[src/rtl/fta_bus_pkg.sv]
// FTA 128-bit bus command/response types and the shared-port arbiter state encoding.
package fta_bus_pkg;

    typedef struct packed {
        logic         cyc;
        logic         we;
        logic [15:0]  sel;
        logic [7:0]   tid;
        logic [31:0]  adr;
        logic [127:0] dat;
    } fta_cmd_request128_t;

    typedef struct packed {
        logic         ack;
        logic         err;
        logic         rty;
        logic [7:0]   tid;
        logic [127:0] dat;
    } fta_cmd_response128_t;

    typedef enum logic [1:0] {StIdle, StIssue, StDone} fta_arb_state_t;

    // Any of the three completion flags ends a transaction.
    function automatic logic resp_done(input fta_cmd_response128_t r);
        return r.ack | r.err | r.rty;
    endfunction

endpackage

[src/rtl/fta_rr_pick.sv]
// Combinational round-robin picker: scans from last_i+1 upward, wrapping, and returns
// a one-hot grant plus a valid flag.
module fta_rr_pick #(
    parameter int unsigned NPORT = 4,
    parameter int unsigned IdxW  = $clog2(NPORT)
) (
    input  logic [NPORT-1:0] req_i,
    input  logic [IdxW-1:0]  last_i,
    output logic [NPORT-1:0] grant_o,
    output logic             valid_o
);

    always_comb begin
        grant_o = '0;
        valid_o = 1'b0;
        // First pass covers ports above last_i, second pass wraps to port 0.
        for (int i = 0; i < NPORT; i++) begin
            if (!valid_o && req_i[i] && (IdxW'(i) > last_i)) begin
                grant_o[i] = 1'b1;
                valid_o    = 1'b1;
            end
        end
        for (int i = 0; i < NPORT; i++) begin
            if (!valid_o && req_i[i]) begin
                grant_o[i] = 1'b1;
                valid_o    = 1'b1;
            end
        end
    end

endmodule

[src/rtl/fta_arbiter128.sv]
// Round-robin arbiter sharing one 128-bit FTA target port, one transaction outstanding.
// Define FTA_ARB_TIMEOUT_EN to build a watchdog that completes a silent target with err.
module fta_arbiter128
    import fta_bus_pkg::*;
#(
    parameter int unsigned NPORT   = 4,
    parameter int unsigned TIMEOUT = 1024
) (
    input  logic                 clk,
    input  logic                 rst,
    input  fta_cmd_request128_t  req_i  [NPORT],
    output fta_cmd_response128_t resp_o [NPORT],
    output fta_cmd_request128_t  req_o,
    input  fta_cmd_response128_t resp_i,
    output logic [NPORT-1:0]     grant_o,
    output logic                 busy_o
);

    localparam int unsigned IdxW = $clog2(NPORT);

    fta_arb_state_t       state_q, state_d;
    fta_cmd_request128_t  req_q, req_d;
    fta_cmd_response128_t resp_q [NPORT];
    fta_cmd_response128_t resp_d [NPORT];
    logic [NPORT-1:0]     grant_q, grant_d;
    logic [IdxW-1:0]      owner_q, owner_d, last_q, last_d, pick_idx;
    logic [NPORT-1:0]     pick_req, pick_grant;
    logic                 pick_valid, complete, finish;
    fta_cmd_response128_t fwd_resp;

    always_comb begin
        pick_req = '0;
        for (int k = 0; k < NPORT; k++) pick_req[k] = req_i[k].cyc;
    end

    fta_rr_pick #(
        .NPORT (NPORT),
        .IdxW  (IdxW)
    ) u_pick (
        .req_i   (pick_req),
        .last_i  (last_q),
        .grant_o (pick_grant),
        .valid_o (pick_valid)
    );

    always_comb begin
        pick_idx = '0;
        for (int i = 0; i < NPORT; i++) begin
            if (pick_grant[i]) pick_idx = IdxW'(i);
        end
    end

    assign complete = resp_done(resp_i);

`ifdef FTA_ARB_TIMEOUT_EN
    localparam int unsigned CntW = (TIMEOUT > 1) ? $clog2(TIMEOUT) : 1;
    logic [CntW-1:0] cnt_q, cnt_d;
    logic            expire;

    assign expire = (cnt_q == CntW'(TIMEOUT - 1));
    // Held at zero outside ISSUE, so every ISSUE entry starts counting from zero.
    assign cnt_d  = (state_q == StIssue) ? cnt_q + CntW'(1) : '0;

    always_ff @(posedge clk) begin
        if (!rst) cnt_q <= '0;
        else      cnt_q <= cnt_d;
    end

    // A genuine completion in the expiry cycle is forwarded unmodified.
    always_comb begin
        fwd_resp = resp_i;
        if (!complete) begin
            fwd_resp     = '0;
            fwd_resp.err = 1'b1;
        end
    end
    assign finish = complete | expire;
`else
    logic unused_timeout;
    assign unused_timeout = ^TIMEOUT;
    assign fwd_resp       = resp_i;
    assign finish         = complete;
`endif

    always_ff @(posedge clk) begin
        if (!rst) state_q <= StIdle;
        else      state_q <= state_d;
    end

    always_comb begin
        state_d = state_q;
        unique case (state_q)
            StIdle:  if (pick_valid) state_d = StIssue;
            StIssue: if (finish) state_d = StDone;
            StDone:  state_d = StIdle;
            default: state_d = StIdle;
        endcase
    end

    always_comb begin
        busy_o  = (state_q == StIssue) || (state_q == StDone);
        req_o   = req_q;
        grant_o = grant_q;
        resp_o  = resp_q;
    end

    always_comb begin
        req_d   = req_q;
        grant_d = grant_q;
        owner_d = owner_q;
        last_d  = last_q;
        for (int k = 0; k < NPORT; k++) resp_d[k] = '0;
        unique case (state_q)
            StIdle: begin
                if (pick_valid) begin
                    req_d   = req_i[pick_idx];
                    grant_d = pick_grant;
                    owner_d = pick_idx;
                end
            end
            StIssue: begin
                if (finish) begin
                    req_d           = '0;
                    grant_d         = '0;
                    last_d          = owner_q;
                    resp_d[owner_q] = fwd_resp;
                end
            end
            default: ;
        endcase
    end

    always_ff @(posedge clk) begin
        if (!rst) begin
            req_q   <= '0;
            grant_q <= '0;
            owner_q <= '0;
            last_q  <= IdxW'(NPORT - 1);
            for (int k = 0; k < NPORT; k++) resp_q[k] <= '0;
        end else begin
            req_q   <= req_d;
            grant_q <= grant_d;
            owner_q <= owner_d;
            last_q  <= last_d;
            for (int k = 0; k < NPORT; k++) resp_q[k] <= resp_d[k];
        end
    end

endmodule

[config.mk]
export PLATFORM = sky130hd
export DESIGN_NAME = fta_arbiter128
export DESIGN_NICKNAME = d
export VERILOG_FILES = /design/src/rtl/fta_bus_pkg.sv /design/src/rtl/fta_rr_pick.sv /design/src/rtl/fta_arbiter128.sv
export SDC_FILE = /design/constraint.sdc
export NUM_CORES = 1
export LEC_CHECK = 0
export CORE_AREA = 2 2 639 641
export CTS_CLUSTER_DIAMETER = 30
export DETAILED_ROUTE_END_ITERATION = 12
export DIE_AREA = 0 0 641 643
export PLACE_DENSITY_LB_ADDON = 0.1
export SLEW_MARGIN = 30
export SYNTH_ARGS = -nofsm -noshare
export SYNTH_HDL_FRONTEND = slang
export SYNTH_SLANG_ARGS = --single-unit
[constraint.sdc]
create_clock -name clk -period 5.1 [get_ports clk]
set_input_delay 0.765 -clock clk [delete_from_list [all_inputs] [get_ports clk]]
set_output_delay 0.765 -clock clk [all_outputs]
set_load 0.02 [all_outputs]
Word level (Yosys, flattened, before mapping)
Index checks and enable logic that the tools add are counted.
- register bits after elaboration: 752
- latch bits: 0
- memory bits (writable): 0
- bits in read-only memories: 0
- output and inout bits: 747
- memories kept: 0
- add/subtract/negate cells: 0
- multipliers: 0
- divide/modulo/power cells: 0
- magnitude comparators: 7
- equality and inequality tests: 4
- shift-type cells: 0
- muxes and demuxes: 32
- bitwise logic cells: 5
- reduce and logical (&&, ||, !) cells: 27
- operators with widths (operator ; number):
    186-bit two-way mux ; 4
    556-bit AND ; 1
    186-bit binary-select mux with 2-bit select ; 1
    186-bit one-hot mux with 2 select lines ; 1
    139-bit demux with 2-bit select ; 1
    139-bit two-way mux ; 1
    1-bit two-way mux ; 16
    1-bit logical AND ; 12
    2-bit two-way mux ; 4
    4-bit two-way mux ; 2
    4-bit one-hot mux with 2 select lines ; 1
    1-bit zero test ; 7
    3-bit greater-or-equal comparator (second input constant) ; 2
    2-bit NOT with 3-bit output ; 2
    2-bit AND reduction ; 3
    3-bit AND reduction ; 2
    1-bit by 2-bit greater-than comparator with 1-bit output (first input constant) ; 2
    2-bit greater-than comparator (first input constant) ; 2
    2-bit inequality test (second input constant) ; 2
    2-bit one-hot mux with 2 select lines ; 1
    3-bit by 1-bit less-than comparator with 1-bit output (second input constant) ; 1
    2-bit by 1-bit == test with 1-bit output (second input constant) ; 1
    2-bit == test (second input constant) ; 1
    2-bit zero test ; 1
    3 further kinds ; 4

Depth between registers and ports, before layout
- depth in word-level cells: 34
- mapped depth: 10
- gate-level depth less buffers: 7

Hierarchy
A second synthesis with hierarchy kept.
- cells, all modules: 2121
- area total of the unflattened synthesis: 25479.4 µm²
- by module, submodules not included (module ; times used ; cells each ; area an instance (µm²)):
    fta_arbiter128 ; 1 ; 2103 ; 25365.6
    fta_rr_pick ; 1 ; 18 ; 113.9

Least setup slack after synthesis
No wires, ideal clock.
- path type: input port to flip-flop
- start point: input req_i[185] (netlist name)
- end point: register req_q, in the netlist req_o[120]
- library setup time: 0.125 ns
- arrival time: 2.135 ns
- required time: 4.975 ns
- slack: 2.840 ns
- stages on the path: 9
- path buffers: 4
- cell sequence: buf_6 > o41ai_4 > nor2_2 > and3_1 > buf_6 > buf_6 > buf_6 > o221ai_1 > nand3_1
- word-level cells in the longest chain between the ends: 22
- RTL lines (item ; line ; source):
    start: declaration ; fta_arbiter128.sv:11 ; input fta_cmd_request128_t req_i [NPORT],
    1-bit logical AND (2 in a row) ; fta_rr_pick.sv:18 ; if (!valid_o && req_i[i] && (IdxW'(i) > last_i)) begin
    1-bit two-way mux ; fta_rr_pick.sv:18 ;
    1-bit zero test ; fta_rr_pick.sv:24 ; if (!valid_o && req_i[i]) begin
    1-bit logical AND ; fta_rr_pick.sv:24 ;
    1-bit two-way mux ; fta_rr_pick.sv:24 ;
    1-bit zero test ; fta_rr_pick.sv:24 ;
    1-bit logical AND ; fta_rr_pick.sv:24 ;
    1-bit two-way mux ; fta_rr_pick.sv:24 ;
    (+4 left out) ; - ;
    1-bit logical AND ; fta_rr_pick.sv:24 ;
    1-bit two-way mux ; fta_rr_pick.sv:24 ;
    2-bit two-way mux ; fta_arbiter128.sv:49 ; if (pick_grant[i]) pick_idx = IdxW'(i);
    2-bit NOT with 3-bit output (implied by the code) ; fta_arbiter128.sv:116 ; req_d = req_i[pick_idx];
    186-bit binary-select mux with 2-bit select ; fta_arbiter128.sv:116 ;
    186-bit two-way mux (implied by the code) (2 in a row) ; fta_arbiter128.sv:116 ;
    186-bit two-way mux ; fta_arbiter128.sv:115 ; if (pick_valid) begin
    186-bit one-hot mux with 2 select lines ; fta_arbiter128.sv:113 ; unique case (state_q)
    end signal: assignment ; fta_arbiter128.sv:141 ; req_q <= req_d;
    end: declaration ; fta_arbiter128.sv:22 ; fta_cmd_request128_t req_q, req_d;
Parallel ways exist; a longest one is shown, timed or not. The select of a mux whose other input is x is not followed.
A chain may end at the register's enable or synchronous reset.

Worst setup path after layout
- start point: input req_i[557] (netlist name)
- end point: register req_q, in the netlist req_o[110]
- word-level cells in the longest chain between the ends: 30
- RTL lines (item ; line):
    1-bit logical AND (2 in a row) ; fta_rr_pick.sv:18
    1-bit two-way mux ; fta_rr_pick.sv:18
    1-bit zero test ; fta_rr_pick.sv:18
    1-bit logical AND (2 in a row) ; fta_rr_pick.sv:18
    1-bit two-way mux ; fta_rr_pick.sv:18
    1-bit zero test ; fta_rr_pick.sv:18
    1-bit logical AND (2 in a row) ; fta_rr_pick.sv:18
    1-bit two-way mux ; fta_rr_pick.sv:18
    (+10 left out) ; -
    1-bit logical AND ; fta_rr_pick.sv:24
    1-bit two-way mux ; fta_rr_pick.sv:24
    2-bit two-way mux ; fta_arbiter128.sv:49
    2-bit NOT with 3-bit output (implied by the code) ; fta_arbiter128.sv:116
    186-bit binary-select mux with 2-bit select ; fta_arbiter128.sv:116
    186-bit two-way mux (implied by the code) (2 in a row) ; fta_arbiter128.sv:116
    186-bit two-way mux ; fta_arbiter128.sv:115
    186-bit one-hot mux with 2 select lines ; fta_arbiter128.sv:113
Parallel ways exist; a longest one is shown, timed or not. The select of a mux whose other input is x is not followed.

==> run metrics <==
Clock Latency Late Sink=0.88 ns; kind of end point of the critical path=flop; hold path startpoint=req_o[0]$_SDFFE_PN0P_; TNS Setup=0 ns; crit path capture=req_o[110]$_SDFFE_PN0P_; Worst Setup SP=req_i[557]; Die ar.=412000 sq um; crit-path cells=clkdlybuf4s50_1 > nor2b_1 > o21ai_0 > nand3_4 > buf_12 > buf_4 > o221ai_1 > nand3_1; max-slew violation count=0; Design Power=28600 uW; kind of start point of the critical path=input port; post-cts sizing count=0; GPL Wtd Cong=0.805; Synth area leader=dfxtp_1; FF-to-FF Start=last_q[0]$_SDFFE_PN1P_; CTS tree=built; most frequent cells in the layout=1630 x clkdlybuf4s50_1, 752 x dfxtp_1, 558 x and2_1, 316 x clkbuf_16, 260 x o221ai_1; reg2reg end=req_o[110]$_SDFFE_PN0P_; MaxCap Viol Count=0; Reg area=15100 sq um; Reg2Reg Depth=7; Worst path slowest cell=clkdlybuf4s50_1; Final Hold Slack=0.463 ns; area of the multi-input gates=9620 sq um; routed len/inst=28.2 um; Rel. slew slack=31.6%; Mapped Nets=3217; Bufs on Longest Clock Path=4; Worst EP required=5.79 ns; CTS Hold Bufs=0; Clock Pin Slew Worst Setup and Hold Paths=0.04 ns; FP Rows=234; vias in the first global route=30200; sequential area share after synthesis=58.4%; RSZ-0062 raised after global routing=no; Setup Fix Bufs, Post-CTS=0; endpoints failing setup=0; TritonCTS buffer count=312; Total Routing Usage GR=13.0%; global route overflow=0; Core Util, Final=14.6%; Cells after Synth=2330; largest net degree at the start of global routing=99; r2r setup slk=1.85 ns; status=finished clean; dpl ws=0.955 ns; Hold Fails Final Rpt=0; commonest non-fill, non-tap cell in the layout=clkdlybuf4s50_1; H-tree Lvls=5; Die Ht=643 um; DP Wirelength=232000 um; CTS root buffer=clkbuf_16; Yosys warning count=0; die width=641 um; minimum clock period=3.44 ns; Ports=1632; Syn-to-layout area delta=130%; Post-synth ARST share=0%; maximum VDD drop=0.276 mV; via count=27600; antenna-violating nets left=0; core area=405000 sq um; drt via density=2.80; layout cell share with drive strength beyond 1=16.1%; Port Buffers=1631; critical path class=input port to flop; FILL cells=45700; Synth top area share=58.4%; max incr delay on CP=0.67 ns; top post-synthesis cells by area=dfxtp_1 58%, and2_1 14%, o221ai_1 8.8%; PD cells=482 nW/um^2; first-pass GRT wire length=347000 um; Leak=0.0211 uW; Max Fclk=290 MHz; Post-synth top flop=dfxtp_1; DRC=0; Slew @ Worst Pin=1.03 ns; drt total wl=278000 um; Mean Syn Cell Area=11.1 sq um; Initial Util=6.36%; initial drt markers=1112; 1st-pass router iterations=5; synthesis-stage register bit count=752; antenna violations before repair=142; Post-synth EDFFs=0; Final #Nets=5044; post-route worst setup slack=1.66 ns; number of library cell types mapped by synthesis=46; Clock Skews=0.0903 ns; mapped cell area=25800 sq um; clock sinks=752; crit path max fanout=89; HP Class=flop to flop; crit path DAT=4.14 ns; final period utilization=67.5%
## stage by stage
| step | area, sq um | instances |
|---|---|---|
| CTS | 59200 | 9832 |
| floorplan | 25800 | 2330 |
| detailed placement | 48700 | 9271 |
| global route | 59200 | 9837 |
| finish | 59300 | 9864 |
| global placement | 48700 | 9271 |
## cell families after synthesis
kind of cell	count (synthesis)	share of synthesized area (%)
AND/OR/NAND/NOR	965	20.8
multiplexers	2	0.0777
buffers and inverters	211	4.47
AO/OA/AOI/OAI	398	16.1
flip-flops	752	58.4
adder cells (fa/ha/maj)	2	0.0971
## critical path: cells and delay by family
family / cells / cell delay [ns]
buffers and inverters: 3 / 1.46
AOI/OAI and AO/OA: 2 / 0.94
and+or+nand+nor: 3 / 0.65
## flip-flops by register name, summed over array words and instances (netlist names)
| name | flops |
|---|---|
| req_o | 186 |
| last_q | 2 |
| state_q | 2 |
| owner_q | 2 |
| grant_o | 4 |
| resp_o | 556 |
## synthesized netlist by cell type, drive strengths merged, types with 2 or more instances
library cell	count
o221ai	370
nor2b	6
mux2i	2
a21boi	3
nor3b	2
o211a	2
nor3	2
a21oi	4
nand2	193
ha	2
nand2b	3
or2	2
inv	3
and3	3
and2	558
nand3	186
buf	112
nor2	4
o21ai	8
clkbuf	96
a22oi	2
dfxtp	752
and3b	2
## routing by layer
layer	vias up	track usage [%]	wire length, um
met5	-	0	400
met4	62	3.08	6700
met3	505	6.18	30400
met2	1471	22.9	137000
met1	13400	13.9	104000
li1	12200	-	-
## area by class of cell
| type | count | share of cell area, % |
|---|---|---|
| repair buffers | 1721 | 29.1 |
| flip-flops and latches | 752 | 25.4 |
| multi-input cells | 1367 | 16.2 |
| clock buffers | 475 | 15.8 |
| well taps | 5428 | 11.5 |
| clock inverters | 86 | 1.80 |
| diodes | 32 | 0.135 |
| inverters | 3 | 0.0190 |
## report_power, final
part           total [uW]  switching (uW)  leakage [uW]  internal (uW)
sequential           6520             269       0.00610           6250
combinational        3720            2220       0.00982           1500
clock               18300            5340       0.00517          13000
total               28600            7830        0.0211          20700
## worst min-delay path by stage
stage,to,slack [ns],cells after the start
CTS,resp_o[199]$_SDFF_PN0_,0.38,2
detailed placement,req_o[149]$_SDFFE_PN0P_,0.45,2
global route,resp_o[199]$_SDFF_PN0_,0.43,2
global placement,req_o[154]$_SDFFE_PN0P_,0.45,2
finish,req_o[0]$_SDFFE_PN0P_,0.46,2
floorplan,last_q[1]$_SDFFE_PN1P_,0.52,2
Power figures use the tool's default switching activity.
